<file path="config.mk">
export PLATFORM = sky130hd
export DESIGN_NAME = ds_noise_shaper_mc_flat
export DESIGN_NICKNAME = d
export VERILOG_FILES = /design/src/rtl/ds_noise_shaper_mc_if.sv /design/src/rtl/ds_noise_shaper_mc.sv /design/src/flat_wrapper.sv
export SDC_FILE = /design/constraint.sdc
export NUM_CORES = 1
export LEC_CHECK = 0
export CORE_UTILIZATION = 50
export CTS_CLUSTER_SIZE = 8
export DETAILED_ROUTE_END_ITERATION = 8
export MAX_ROUTING_LAYER = met4
export PLACE_DENSITY = 0.69
export SYNTH_ARGS = -nofsm -noshare
export SYNTH_HDL_FRONTEND = slang
export SYNTH_SLANG_ARGS = --single-unit
</file>
<file path="constraint.sdc">
create_clock -name clk -period 11.5 [get_ports clk]
set_input_delay 2.3 -clock clk [delete_from_list [all_inputs] [get_ports clk]]
set_output_delay 2.3 -clock clk [all_outputs]
set_load 0.01 [all_outputs]
</file>
<file path="src/rtl/ds_noise_shaper_mc_if.sv">
// Control/sample bus of the multichannel noise shaper; the master drives
// enable, order and sample writes, the slave returns the quantised outputs.
interface ds_noise_shaper_mc_if #(
    parameter int CHANNELS  = 2,
    parameter int MAX_ORDER = 3,
    parameter int IN_BITS   = 16,
    parameter int OUT_BITS  = 1
);
    localparam int CH_W  = (CHANNELS > 1) ? $clog2(CHANNELS) : 1;
    localparam int ORD_W = $clog2(MAX_ORDER + 1);

    // No back-pressure: a write with wr_en high is taken at that clock edge,
    // and q_out/frame_start are plain registered outputs.
    logic                         enable;
    logic [ORD_W-1:0]             order;
    logic                         wr_en;
    logic [CH_W-1:0]              wr_ch;
    logic [IN_BITS-1:0]           wr_data;
    logic [CHANNELS*OUT_BITS-1:0] q_out;
    logic                         frame_start;

    modport master (
        output enable, order, wr_en, wr_ch, wr_data,
        input  q_out, frame_start
    );

    modport slave (
        input  enable, order, wr_en, wr_ch, wr_data,
        output q_out, frame_start
    );
endinterface

</file>
<file path="src/rtl/ds_noise_shaper_mc.sv">
// Time-multiplexed error-feedback delta-sigma modulator, NTF = (1-z^-1)^M,
// one channel per enabled cycle in round-robin order.
module ds_noise_shaper_mc #(
    parameter int CHANNELS  = 2,
    parameter int MAX_ORDER = 3,
    parameter int IN_BITS   = 16,
    parameter int OUT_BITS  = 1,
    parameter int SREG_BITS = 16
) (
    input  logic                clk,
    input  logic                reset,
    ds_noise_shaper_mc_if.slave bus
);
    localparam int CH_W   = (CHANNELS > 1) ? $clog2(CHANNELS) : 1;
    localparam int ORD_W  = $clog2(MAX_ORDER + 1);
    localparam int W_BITS = ((IN_BITS > SREG_BITS) ? IN_BITS : SREG_BITS) + MAX_ORDER + 2;
    localparam int SHIFT  = IN_BITS - OUT_BITS + 1;

    localparam logic [CH_W-1:0]          LAST_CH = CH_W'(CHANNELS - 1);
    localparam logic signed [W_BITS-1:0] QMAX_S  = W_BITS'(2 ** OUT_BITS - 1);
    localparam logic signed [W_BITS-1:0] SMAX    = (W_BITS'(1) <<< (SREG_BITS - 1)) - W_BITS'(1);
    localparam logic signed [W_BITS-1:0] SMIN    = ~SMAX;

    logic [IN_BITS-1:0]           r_x   [CHANNELS];
    logic signed [SREG_BITS-1:0]  r_res [CHANNELS][1:MAX_ORDER];
    logic [CHANNELS*OUT_BITS-1:0] r_q_out;
    logic [CH_W-1:0]              r_ch_idx;
    logic [ORD_W-1:0]             r_order_q;
    logic                         r_frame_start;

    logic                         w_wr_ok;
    logic                         w_wrap;
    logic [ORD_W-1:0]             w_order_lim;
    logic signed [W_BITS-1:0]     w_diff [0:MAX_ORDER][0:MAX_ORDER];
    logic signed [W_BITS-1:0]     w_f;
    logic signed [W_BITS-1:0]     w_w;
    logic signed [W_BITS-1:0]     w_qraw;
    logic signed [W_BITS-1:0]     w_res_full;
    logic [OUT_BITS-1:0]          w_q;
    logic signed [SREG_BITS-1:0]  w_res;

    generate
        if (CHANNELS == 2 ** CH_W) begin : g_wr_full
            assign w_wr_ok = bus.wr_en;
        end else begin : g_wr_range
            assign w_wr_ok = bus.wr_en && (bus.wr_ch < CH_W'(CHANNELS));
        end
        if (MAX_ORDER == 2 ** ORD_W - 1) begin : g_ord_full
            assign w_order_lim = bus.order;
        end else begin : g_ord_clamp
            assign w_order_lim = (bus.order > ORD_W'(MAX_ORDER)) ? ORD_W'(MAX_ORDER) : bus.order;
        end
    endgenerate

    assign w_wrap = bus.enable && (r_ch_idx == LAST_CH);

    // Forward-difference table over (0, r1, r2, ...): row m, column 0 equals
    // sum_k C(m,k)(-1)^k r_k, so the feedback term is its negation.
    always_comb begin
        for (int m = 0; m <= MAX_ORDER; m++) begin
            for (int j = 0; j <= MAX_ORDER; j++) begin
                w_diff[m][j] = '0;
            end
        end
        for (int j = 1; j <= MAX_ORDER; j++) begin
            w_diff[0][j] = W_BITS'(r_res[r_ch_idx][j]);
        end
        for (int m = 1; m <= MAX_ORDER; m++) begin
            for (int j = 0; j <= MAX_ORDER - m; j++) begin
                w_diff[m][j] = w_diff[m-1][j] - w_diff[m-1][j+1];
            end
        end
    end

    always_comb begin
        w_f    = -w_diff[r_order_q][0];
        w_w    = $signed({{(W_BITS - IN_BITS){1'b0}}, r_x[r_ch_idx]}) + w_f;
        w_qraw = w_w >>> SHIFT;
        if (w_w[W_BITS-1]) begin
            w_q = '0;
        end else if (w_qraw > QMAX_S) begin
            w_q = OUT_BITS'(2 ** OUT_BITS - 1);
        end else begin
            w_q = w_qraw[OUT_BITS-1:0];
        end
        w_res_full = w_w - ($signed({{(W_BITS - OUT_BITS){1'b0}}, w_q}) <<< SHIFT);
        if (w_res_full > SMAX) begin
            w_res = SREG_BITS'(SMAX);
        end else if (w_res_full < SMIN) begin
            w_res = SREG_BITS'(SMIN);
        end else begin
            w_res = SREG_BITS'(w_res_full);
        end
    end

    always_ff @(posedge clk or posedge reset) begin
        if (reset) begin
            for (int c = 0; c < CHANNELS; c++) begin
                r_x[c] <= '0;
                for (int k = 1; k <= MAX_ORDER; k++) begin
                    r_res[c][k] <= '0;
                end
            end
            r_q_out       <= '0;
            r_ch_idx      <= '0;
            r_order_q     <= '0;
            r_frame_start <= 1'b0;
        end else begin
            if (w_wr_ok) begin
                r_x[bus.wr_ch] <= bus.wr_data;
            end
            if (bus.enable) begin
                for (int k = MAX_ORDER; k >= 2; k--) begin
                    r_res[r_ch_idx][k] <= r_res[r_ch_idx][k-1];
                end
                r_res[r_ch_idx][1] <= w_res;
                r_q_out[int'(r_ch_idx) * OUT_BITS +: OUT_BITS] <= w_q;
                r_frame_start <= w_wrap;
                r_ch_idx      <= w_wrap ? '0 : r_ch_idx + 1'b1;
                // A new order starts the next frame on clean history; this
                // clear overrides the residue just written above.
                if (w_wrap) begin
                    r_order_q <= w_order_lim;
                    if (w_order_lim != r_order_q) begin
                        for (int c = 0; c < CHANNELS; c++) begin
                            for (int k = 1; k <= MAX_ORDER; k++) begin
                                r_res[c][k] <= '0;
                            end
                        end
                    end
                end
            end else begin
                r_frame_start <= 1'b0;
            end
        end
    end

    assign bus.q_out       = r_q_out;
    assign bus.frame_start = r_frame_start;
endmodule
</file>
<file path="src/flat_wrapper.sv">
// flat-port wrapper written by rule: the top's interface ports become plain ports
module ds_noise_shaper_mc_flat 
#(
    parameter int CHANNELS  = 2,
    parameter int MAX_ORDER = 3,
    parameter int IN_BITS   = 16,
    parameter int OUT_BITS  = 1,
    parameter int SREG_BITS = 16
)
  (clk, reset, bus_enable, bus_order, bus_wr_en, bus_wr_ch, bus_wr_data, bus_q_out, bus_frame_start);
  ds_noise_shaper_mc_if #(.CHANNELS(CHANNELS), .MAX_ORDER(MAX_ORDER), .IN_BITS(IN_BITS), .OUT_BITS(OUT_BITS)) bus_i ();
  input  logic clk;
  input  logic reset;
  input wire logic [$bits(bus_i.enable)-1:0] bus_enable;
  input wire logic [$bits(bus_i.order)-1:0] bus_order;
  input wire logic [$bits(bus_i.wr_en)-1:0] bus_wr_en;
  input wire logic [$bits(bus_i.wr_ch)-1:0] bus_wr_ch;
  input wire logic [$bits(bus_i.wr_data)-1:0] bus_wr_data;
  output wire logic [$bits(bus_i.q_out)-1:0] bus_q_out;
  output wire logic [$bits(bus_i.frame_start)-1:0] bus_frame_start;
  assign bus_i.enable = bus_enable;
  assign bus_i.order = bus_order;
  assign bus_i.wr_en = bus_wr_en;
  assign bus_i.wr_ch = bus_wr_ch;
  assign bus_i.wr_data = bus_wr_data;
  assign bus_q_out = bus_i.q_out;
  assign bus_frame_start = bus_i.frame_start;
  ds_noise_shaper_mc #(.CHANNELS(CHANNELS), .MAX_ORDER(MAX_ORDER), .IN_BITS(IN_BITS), .OUT_BITS(OUT_BITS), .SREG_BITS(SREG_BITS)) u_core (.clk(clk), .reset(reset), .bus(bus_i));
endmodule
</file>
== Word level (Yosys, flattened, before mapping) ==
Cells that the tools add are included.
Word-level totals
  logic and storage cells: 71
  output and inout bits: 3
  input bits: 23
  flip-flop bits (word level): 134
Operators by class
  shift-type cells: 2
  bitwise gates (word level): 3
  $add $sub $neg: 11
  equal/unequal tests: 1
  mux-type cells: 30
  magnitude comparators: 8
  reductions and logical operators: 4
Operators by type and width (count)
  bitwise mux 96 bit: 3
  two-way mux 48 bit: 4
  two-way mux 96 bit: 2
  binary-select mux 84 bit (select 2 bit): 1
  two-way mux 84 bit: 2
  demux 48 bit (select 1 bit): 3
  two-way mux 16 bit: 7
  subtractor 21 bit: 3
  subtractor 16 x 16 -> 17 bit: 2
  negator 1 -> 33 bit: 1
  variable shift 1 x 33 -> 2 bit, first input constant: 1
  indexed part select 1 x 33 -> 2 bit: 1
  bitwise mux 32 bit: 1
  two-way mux 32 bit: 1
  adder 17 x 21 -> 21 bit: 1
  greater-than comparator 21 x 16 -> 1 bit, second input constant: 1
  less-than comparator 21 x 16 -> 1 bit, second input constant: 1
  negator 21 bit: 1
  subtractor 21 x 18 -> 21 bit: 1
  subtractor 1 x 16 -> 17 bit, first input constant: 1
  demux 16 bit (select 1 bit): 1
  greater-than comparator 5 x 2 -> 1 bit, second input constant: 1
  greater-or-equal comparator 2 bit, second input constant: 2
  less-than comparator 2 x 1 -> 1 bit, second input constant: 2
  other kinds (9): 15

== Longest topological paths before layout ==
Gate-level depths: netlist (run 1).
  depth after elaboration: 22
  mapped depth: 49
  gate-level depth less buffers: 43

== Worst setup path before layout (run 1) ==
Ideal clock, no wire load.
  path kind: flip-flop to flip-flop
  start point: register u_core.r_ch_idx
  end point: register u_core.r_res[33] in the netlist's numbering
  stages on the path, launching flop included: 48
  setup time: 126 ps
  arrival: 9794 ps
  path buffers: 7
  path slack: 1580 ps
  data required time: 11374 ps
  path through: dfrtp_1 -> buf_6 -> buf_2 -> buf_1 -> buf_1 -> clkbuf_1 -> mux2i_1 -> ha_1 -> nand2b_1 -> nand2b_1 -> a21oi_1 -> xor2_1 -> ha_1 -> o21ai_0 -> a21oi_1 -> o21ai_0 -> a211oi_1 -> o41ai_2 -> [... 12 more ...] -> ha_1 -> and2_1 -> a221o_1 -> a31oi_1 -> nor3_4 -> nand3_1 -> xnor2_1 -> nor2_1 -> nor2_1 -> ha_1 -> ha_1 -> o21ai_1 -> nor3_1 -> a211o_1 -> or4_1 -> buf_2 -> buf_6 -> a221o_1
On the way
  cells in the longest elaborated chain, start to end: 22
  elaborated cells between the ends (all ways): 39
  those cells by class: add/sub: 9; order compare: 5; mux: 22; bitwise: 1; reduce/logical: 2
Ends and longest elaborated chain
  from (decl): RTL line ds_noise_shaper_mc.sv:27  | logic [CH_W-1:0] r_ch_idx;
  from (signal assigned): RTL line ds_noise_shaper_mc.sv:119  | r_ch_idx <= w_wrap ? '0 : r_ch_idx + 1'b1;
  inverter 1 -> 2 bit (implied by the code)
  two-way mux 48 bit (implied by the code): RTL line ds_noise_shaper_mc.sv:66  | w_diff[0][j] = W_BITS'(r_res[r_ch_idx][j]);
  two-way mux 48 bit (implied by the code) (2 in series): RTL line ds_noise_shaper_mc.sv:66, ds_noise_shaper_mc.sv:114
  subtractor 1 x 16 -> 17 bit or subtractor 16 x 16 -> 17 bit (tied branches): RTL line ds_noise_shaper_mc.sv:70  | w_diff[m][j] = w_diff[m-1][j] - w_diff[m-1][j+1];
  subtractor 21 bit (2 in series): RTL line ds_noise_shaper_mc.sv:70
  binary-select mux 84 bit (select 2 bit): RTL line ds_noise_shaper_mc.sv:76  | w_f = -w_diff[r_order_q][0];
  two-way mux 84 bit (implied by the code) (2 in series): RTL line ds_noise_shaper_mc.sv:76
  negator 21 bit: RTL line ds_noise_shaper_mc.sv:76
  [... 3 more ...]
  two-way mux 1 bit: RTL line ds_noise_shaper_mc.sv:79  | if (w_w[W_BITS-1]) begin
  subtractor 21 x 18 -> 21 bit: RTL line ds_noise_shaper_mc.sv:86  | w_res_full = w_w - ($signed({{(W_BITS - OUT_BITS){1'b0}}, w_q}) <<< SHIFT);
  less-than comparator 21 x 16 -> 1 bit: RTL line ds_noise_shaper_mc.sv:89  | end else if (w_res_full < SMIN) begin
  two-way mux 16 bit: RTL line ds_noise_shaper_mc.sv:89
  two-way mux 16 bit: RTL line ds_noise_shaper_mc.sv:87  | if (w_res_full > SMAX) begin
  bitwise mux 96 bit: RTL line ds_noise_shaper_mc.sv:116  | r_res[r_ch_idx][1] <= w_res;
  two-way mux 96 bit: RTL line ds_noise_shaper_mc.sv:124  | if (w_order_lim != r_order_q) begin
  two-way mux 96 bit *: RTL line ds_noise_shaper_mc.sv:122  | if (w_wrap) begin
  to (signal, indexed assignment): RTL line ds_noise_shaper_mc.sv:114  | r_res[r_ch_idx][k] <= r_res[r_ch_idx][k-1];
  to (signal, indexed assignment): RTL line ds_noise_shaper_mc.sv:116
  to (decl): RTL line ds_noise_shaper_mc.sv:25  | logic signed [SREG_BITS-1:0] r_res [CHANNELS][1:MAX_ORDER];
Mark *: on every way between the ends. The rest lies on a longest branch, timed or not. The select of a mux whose other input is x is not followed.
A chain may end at the register's enable or synchronous reset.

== Worst setup path in the final report (run 1) ==
  start point: register u_core.r_ch_idx
  end point: register u_core.r_res[40] in the netlist's numbering
The elaborated chain is that of the path after synthesis.

==> flow_metrics.tcl, run 1 <==
set metrics [dict create \
    die_w_um 155 \
    first_pass_iters 7 \
    avgRoutedWirePerCell_um 18.5 \
    place_area_mm2 0.0123 \
    startpoint_type "flip-flop" \
    rows 55 \
    synth_cell_type_count 97 \
    drive_gt1_frac 0.109 \
    final_hold_viol_count 0 \
    hold_path_startpoint "u_core.bus.q_out[1]" \
    stdcell_area_mm2 0.0129 \
    grt_setup_unrepaired "false" \
    ys_async_sr_fraction 1.00 \
    fin_skew_ns 0.0114 \
    clk_path_buf_depth 2 \
    tightest_slew_ns 1.08 \
    hold_path.class "flip-flop to flip-flop" \
    cts_root_buf "clkbuf_16" \
    place_hpwl_mm 22.7 \
    track_usage 0.270 \
    portBuffers 25 \
    cts_made_buffers 17 \
    pin_count 26 \
    area_growth_syn_to_layout_pct 9.68 \
    slowest_delay_ns 0.87 \
    syn_nets 1415 \
    initial_utilization 0.516 \
    syn_area_mm2 0.0118 \
    drc_errors 0 \
    drt_iter0_drc 776 \
    grt_first_pass_wirelength_mm 49.9 \
    synth_edf_count 0 \
    yosysSeqAreaShare 0.285 \
    cp_slowest_cell "or4_1" \
    antenna_found_initial 0 \
    wirelength_mm 30.2 \
    crit_path_frequent_cell "ha_1" \
    finalSetupViolCount 0 \
    status "completed" \
    fin_nets 1423 \
    grt-ovfl-total 0 \
    period_share 0.920 \
    dieArea_mm2 0.0242 \
    drv_slew 0 \
    num_vias 9871 \
    n_antenna_cell 0 \
    cap_violations 0 \
    worstSetupEndpointType "flip-flop" \
    whs_path_depth 2 \
    synth_seq_cells 134 \
    ff2ff_path_depth 39 \
    cp_max_fo 44 \
    vias_per_cell 6.07 \
    clock-sinks 134 \
    final_cells 1627 \
    ant_nets 0 \
    htree_levels 4 \
    maxSlewHeadroom 0.277 \
    final.setup.tns_ns 0 \
    setup_ws_ns 0.918 \
    clk_latency_ns 0.44 \
    fmax_ghz 0.0945 \
    r2r_start "u_core.r_ch_idx" \
    dp_slack_ns 0.960 \
    grt_max_degree 84 \
    required_ns 11.81 \
    netlist_instances 1293 \
    cts_tree "done" \
    gp_congestion 0.919 \
    startpoint "u_core.r_ch_idx" \
    grt_pass1_vias 9639 \
    placedCellCount 1595 \
    yosysWarnings 0 \
    ys.flop_type "dfrtp_1" \
    cp.arrival_ns 10.89 \
    final_common_cell "dfrtp_1" \
    critPathKind "flip-flop to flip-flop" \
    mostFrequentLayoutCells "133 x dfrtp_1, 96 x inv_1, 93 x ha_1, 84 x nand2_1, 75 x nor2_1" \
    path_clk_slew_ns 0.06 \
    die_h_um 155 \
    min_period_ns 10.58 \
    syn_avg_cell_area_um2 9.11 \
    core_area_mm2 0.0228 \
]
[timing repair]
action                                  in CTS  in global routing
resized for setup                            0                  1
buffers inserted                             0                  0
hold buffers                                 0                  0
endpoints found under the setup margin       0                 17
[stage by stage]
| stage | utilization | hold WS (ns) |
|---|---|---|
| after floorplan | - | 0.467 |
| after CTS | 0.565 | 0.504 |
| after global placement | 0.540 | 0.481 |
| after global routing | 0.565 | 0.511 |
| after detailed placement | 0.540 | 0.479 |
| final | 0.565 | 0.493 |
[cell type report]
type,count,area (µm²)
Fill cell,2081,9930
Sequential cell,134,3360
Multi-Input combinational cell,1013,7880
Tap cell,313,392
Clock buffer,17,425
Timing Repair Buffer,37,340
Clock inverter,15,151
Inverter,98,373
[cells by family (layout without fill, tap and decap cells)]
family                   after synthesis  count (layout)  synth area share
AO/OA/AOI/OAI                        376             376             0.239
XOR/XNOR                             100             100            0.0784
adder cells (fa/ha/maj)              102             102             0.112
buffers and inverters                146             167            0.0480
flip-flops                           134             134             0.285
multiplexers                         104             104            0.0950
AND/OR/NAND/NOR                      331             331             0.143
[Yosys cell counts, types with 16 or more instances]
library cell  instances  area [µm²]
xor2_1               31         272
nand3_1              28         140
xnor2_1              65         569
nor2_1               75         282
mux2_2               56         631
o21ai_0              53         265
nor3_1               26         130
ha_1                 93        1160
dfrtp_1             134        3350
a21o_1               21         158
mux2i_1              46         460
a22o_1               67         587
a221o_1              16         160
nand2b_1             19         119
a21oi_1              69         345
inv_1                97         364
nand2_1              86         323
clkbuf_1             34         128
[worst paths after layout]
| check | slack (ns) | to |
|---|---|---|
| worst max register to register | 0.92 | u_core.r_res[40] |
| worst min-delay path | 0.49 | u_core.bus.q_out[1] |
| worst min register to register | 0.49 | u_core.bus.q_out[1] |
| worst max-delay path | 0.92 | u_core.r_res[40] |
| min in group asynchronous | 2.37 | u_core.r_res[51] |
| max in group asynchronous | 7.99 | u_core.bus.q_out[1] |
[worst max-delay path: cells and delay by family (launching register included)]
family	cells	cell delay [ns]
adders and majority gates	7	2.36
and+or+nand+nor	9	2.19
xor gates and xnor gates	3	0.45
AOI/OAI and AO/OA	16	3.87
DFF	1	0.81
buffers and inverters	2	0.21
muxes	2	0.54
[sequential cells by signal (all words and copies together) (netlist names)]
signal and cells:
u_core.r_res 96, u_core.r_x 32, u_core.bus.q_out 2, u_core.r_order_q 2, u_core.bus.frame_start 1, u_core.r_ch_idx 1
[metal layers]
metal	global-route usage	routed length (µm)	vias to the layer above
met3	0.0465	1820	47
met2	0.392	13000	299
met1	0.379	14700	4715
li1	-	-	4810
met5	-	0	-
met4	0.0906	654	0
Power of run 1 is left out: the tool's default activity adds up to more than one toggle a clock period on the data nets, which glitch-free logic cannot reach.
==> inputs of run 2 (changes only) <==
--- a/config.mk
+++ b/config.mk
@@ -5,11 +5,13 @@
 export SDC_FILE = /design/constraint.sdc
 export NUM_CORES = 1
 export LEC_CHECK = 0
+export CELL_PAD_IN_SITES_DETAIL_PLACEMENT = 0
+export CELL_PAD_IN_SITES_GLOBAL_PLACEMENT = 1
 export CORE_UTILIZATION = 50
 export CTS_CLUSTER_SIZE = 8
 export DETAILED_ROUTE_END_ITERATION = 8
 export MAX_ROUTING_LAYER = met4
-export PLACE_DENSITY = 0.69
+export PLACE_DENSITY = 0.85
 export SYNTH_ARGS = -nofsm -noshare
 export SYNTH_HDL_FRONTEND = slang
 export SYNTH_SLANG_ARGS = --single-unit
==> constraint.sdc (replaced) <==
create_clock -name clk -period 12.4 [get_ports clk]
set_input_delay 2.48 -clock clk [delete_from_list [all_inputs] [get_ports clk]]
set_output_delay 2.48 -clock clk [all_outputs]
set_load 0.01 [all_outputs]
==> run 2 against run 1 <==
Effect of this change: worst setup slack improved by 0.69 ns; design area about the same; sequential share of layout area about the same; critical path depth grew 1; clock skew grew 0.0049 ns; fmax decreased by 2.0%; hold slack improved by 0.0028 ns; first-iteration DRC count is 0.13% lower; critical path type unchanged; cell count is the same; critical endpoint is now u_core.r_res[46]; sequential cell count unchanged; non-clock buffer count stayed put; utilization barely moved.
==> flow_metrics.tcl, run 2 (same netlist as run 1, synthesis figures left out) <==
set metrics [dict create \
    hold_path.class "flip-flop to flip-flop" \
    startpoint_type "flip-flop" \
    hold_buffers 0 \
    grt_setup_unrepaired "false" \
    cap_violations 0 \
    ant_nets 0 \
    clk_path_buf_depth 2 \
    grt_pass1_vias 9552 \
    avgRoutedWirePerCell_um 18.7 \
    grt-ovfl-total 0 \
    gp_congestion 0.907 \
    pin_count 26 \
    finalSetupViolCount 0 \
    drive_gt1_frac 0.107 \
    n_antenna_cell 0 \
    required_ns 12.71 \
    slowest_delay_ns 0.95 \
    portBuffers 25 \
    place_hpwl_mm 22.7 \
    reg_top3 "u_core.r_res x96, u_core.r_x x32" \
    worstSetupEndpointType "flip-flop" \
    rows 55 \
    path_clk_slew_ns 0.07 \
    fmax_ghz 0.0926 \
    die_h_um 155 \
    final_hold_viol_count 0 \
    drt_iter0_drc 775 \
    post_cts_buffers 0 \
    cp_slowest_cell "dfrtp_4" \
    drv_slew 0 \
    initial_utilization 0.516 \
    status "completed" \
    min_period_ns 10.79 \
    grt_first_pass_wirelength_mm 50.5 \
    cp.arrival_ns 11.10 \
    cts_root_buf "clkbuf_16" \
    maxSlewHeadroom 0.185 \
    die_w_um 155 \
    antenna_found_initial 0 \
    period_share 0.870 \
    htree_levels 4 \
    fin_nets 1423 \
    vias_per_cell 5.99 \
    ctsResizeCount 0 \
    largest_reg_flops 96 \
    track_usage 0.274 \
    fin_skew_ns 0.0163 \
    wirelength_mm 30.4 \
    crit_path_frequent_cell "ha_1" \
    tightest_slew_ns 1.22 \
    final_common_cell "dfrtp_1" \
    first_pass_iters 5 \
    final.setup.tns_ns 0 \
    area_growth_syn_to_layout_pct 9.62 \
    grt_max_degree 73 \
    critPathKind "flip-flop to flip-flop" \
    mostFrequentLayoutCells "133 x dfrtp_1, 96 x inv_1, 93 x ha_1, 84 x nand2_1, 75 x nor2_1" \
    cts_tree "done" \
    clk_latency_ns 0.44 \
    top_register "u_core.r_res" \
    num_vias 9751 \
    core_area_mm2 0.0228 \
    cp_max_fo 51 \
    clock-sinks 134 \
    drc_errors 0 \
    dieArea_mm2 0.0242 \
    cts_made_buffers 17 \
]
[run 2: cell count changes in the layout (fill, tap and decap cells not counted), sizes merged]
| cell | previous run | this run |
|---|---|---|
| bufinv | 0 | 1 |
| inv | 106 | 107 |
| clkinv | 6 | 4 |
[run 2: critical path: cells and delay by family (launching register included)]
family / cells / cell delay [ns]
compound gates: 16 / 3.93
xor+xnor: 4 / 0.61
fa+ha+maj: 7 / 2.15
buf+inv: 2 / 0.17
flops: 1 / 0.95
mux: 2 / 0.53
simple gates: 9 / 2.25
[run 2: area by class of cell]
type / count / area [µm²]
multi-input combinational: 1013 / 7870
timing repair buffer: 37 / 340
tap: 313 / 392
sequential: 134 / 3360
clock buffer: 17 / 425
inverter: 98 / 373
fill: 2113 / 9930
clock inverter: 15 / 158
[run 2: final timing paths]
| kind | from | to | slack, ns | cells after the start |
|---|---|---|---|---|
| max | u_core.r_ch_idx | u_core.r_res[46] | 1.61 | 40 |
| min | u_core.bus.q_out[1] | u_core.bus.q_out[1] | 0.50 | 2 |
| max reg2reg | u_core.r_ch_idx | u_core.r_res[46] | 1.61 | 40 |
| min reg2reg | u_core.bus.q_out[1] | u_core.bus.q_out[1] | 0.50 | 2 |
| max in group asynchronous | reset | u_core.r_res[13] | 8.65 | 3 |
| min in group asynchronous | reset | u_core.r_res[82] | 2.50 | 2 |
[run 2: per-layer routing]
layer / track usage / share of wire
met4: 0.0509 / 0.0077
met1: 0.404 / 0.51
met5: - / 0
met2: 0.404 / 0.43
met3: 0.0315 / 0.044
[run 2: per-stage QoR]
step / utilization / std cells / cell area, µm² / worst slack (ns) / hold WS, ns
floorplan: - / 1293 / 11800 / 2.48 / 0.467
global placement: 0.540 / 1595 / 12300 / 1.98 / 0.482
detailed placement: 0.540 / 1595 / 12300 / 1.77 / 0.480
CTS: 0.565 / 1627 / 12900 / 1.72 / 0.495
global route: 0.565 / 1627 / 12900 / 0.735 / 0.513
finish: 0.565 / 1627 / 12900 / 1.61 / 0.496
Power of run 2 is left out for the same reason.
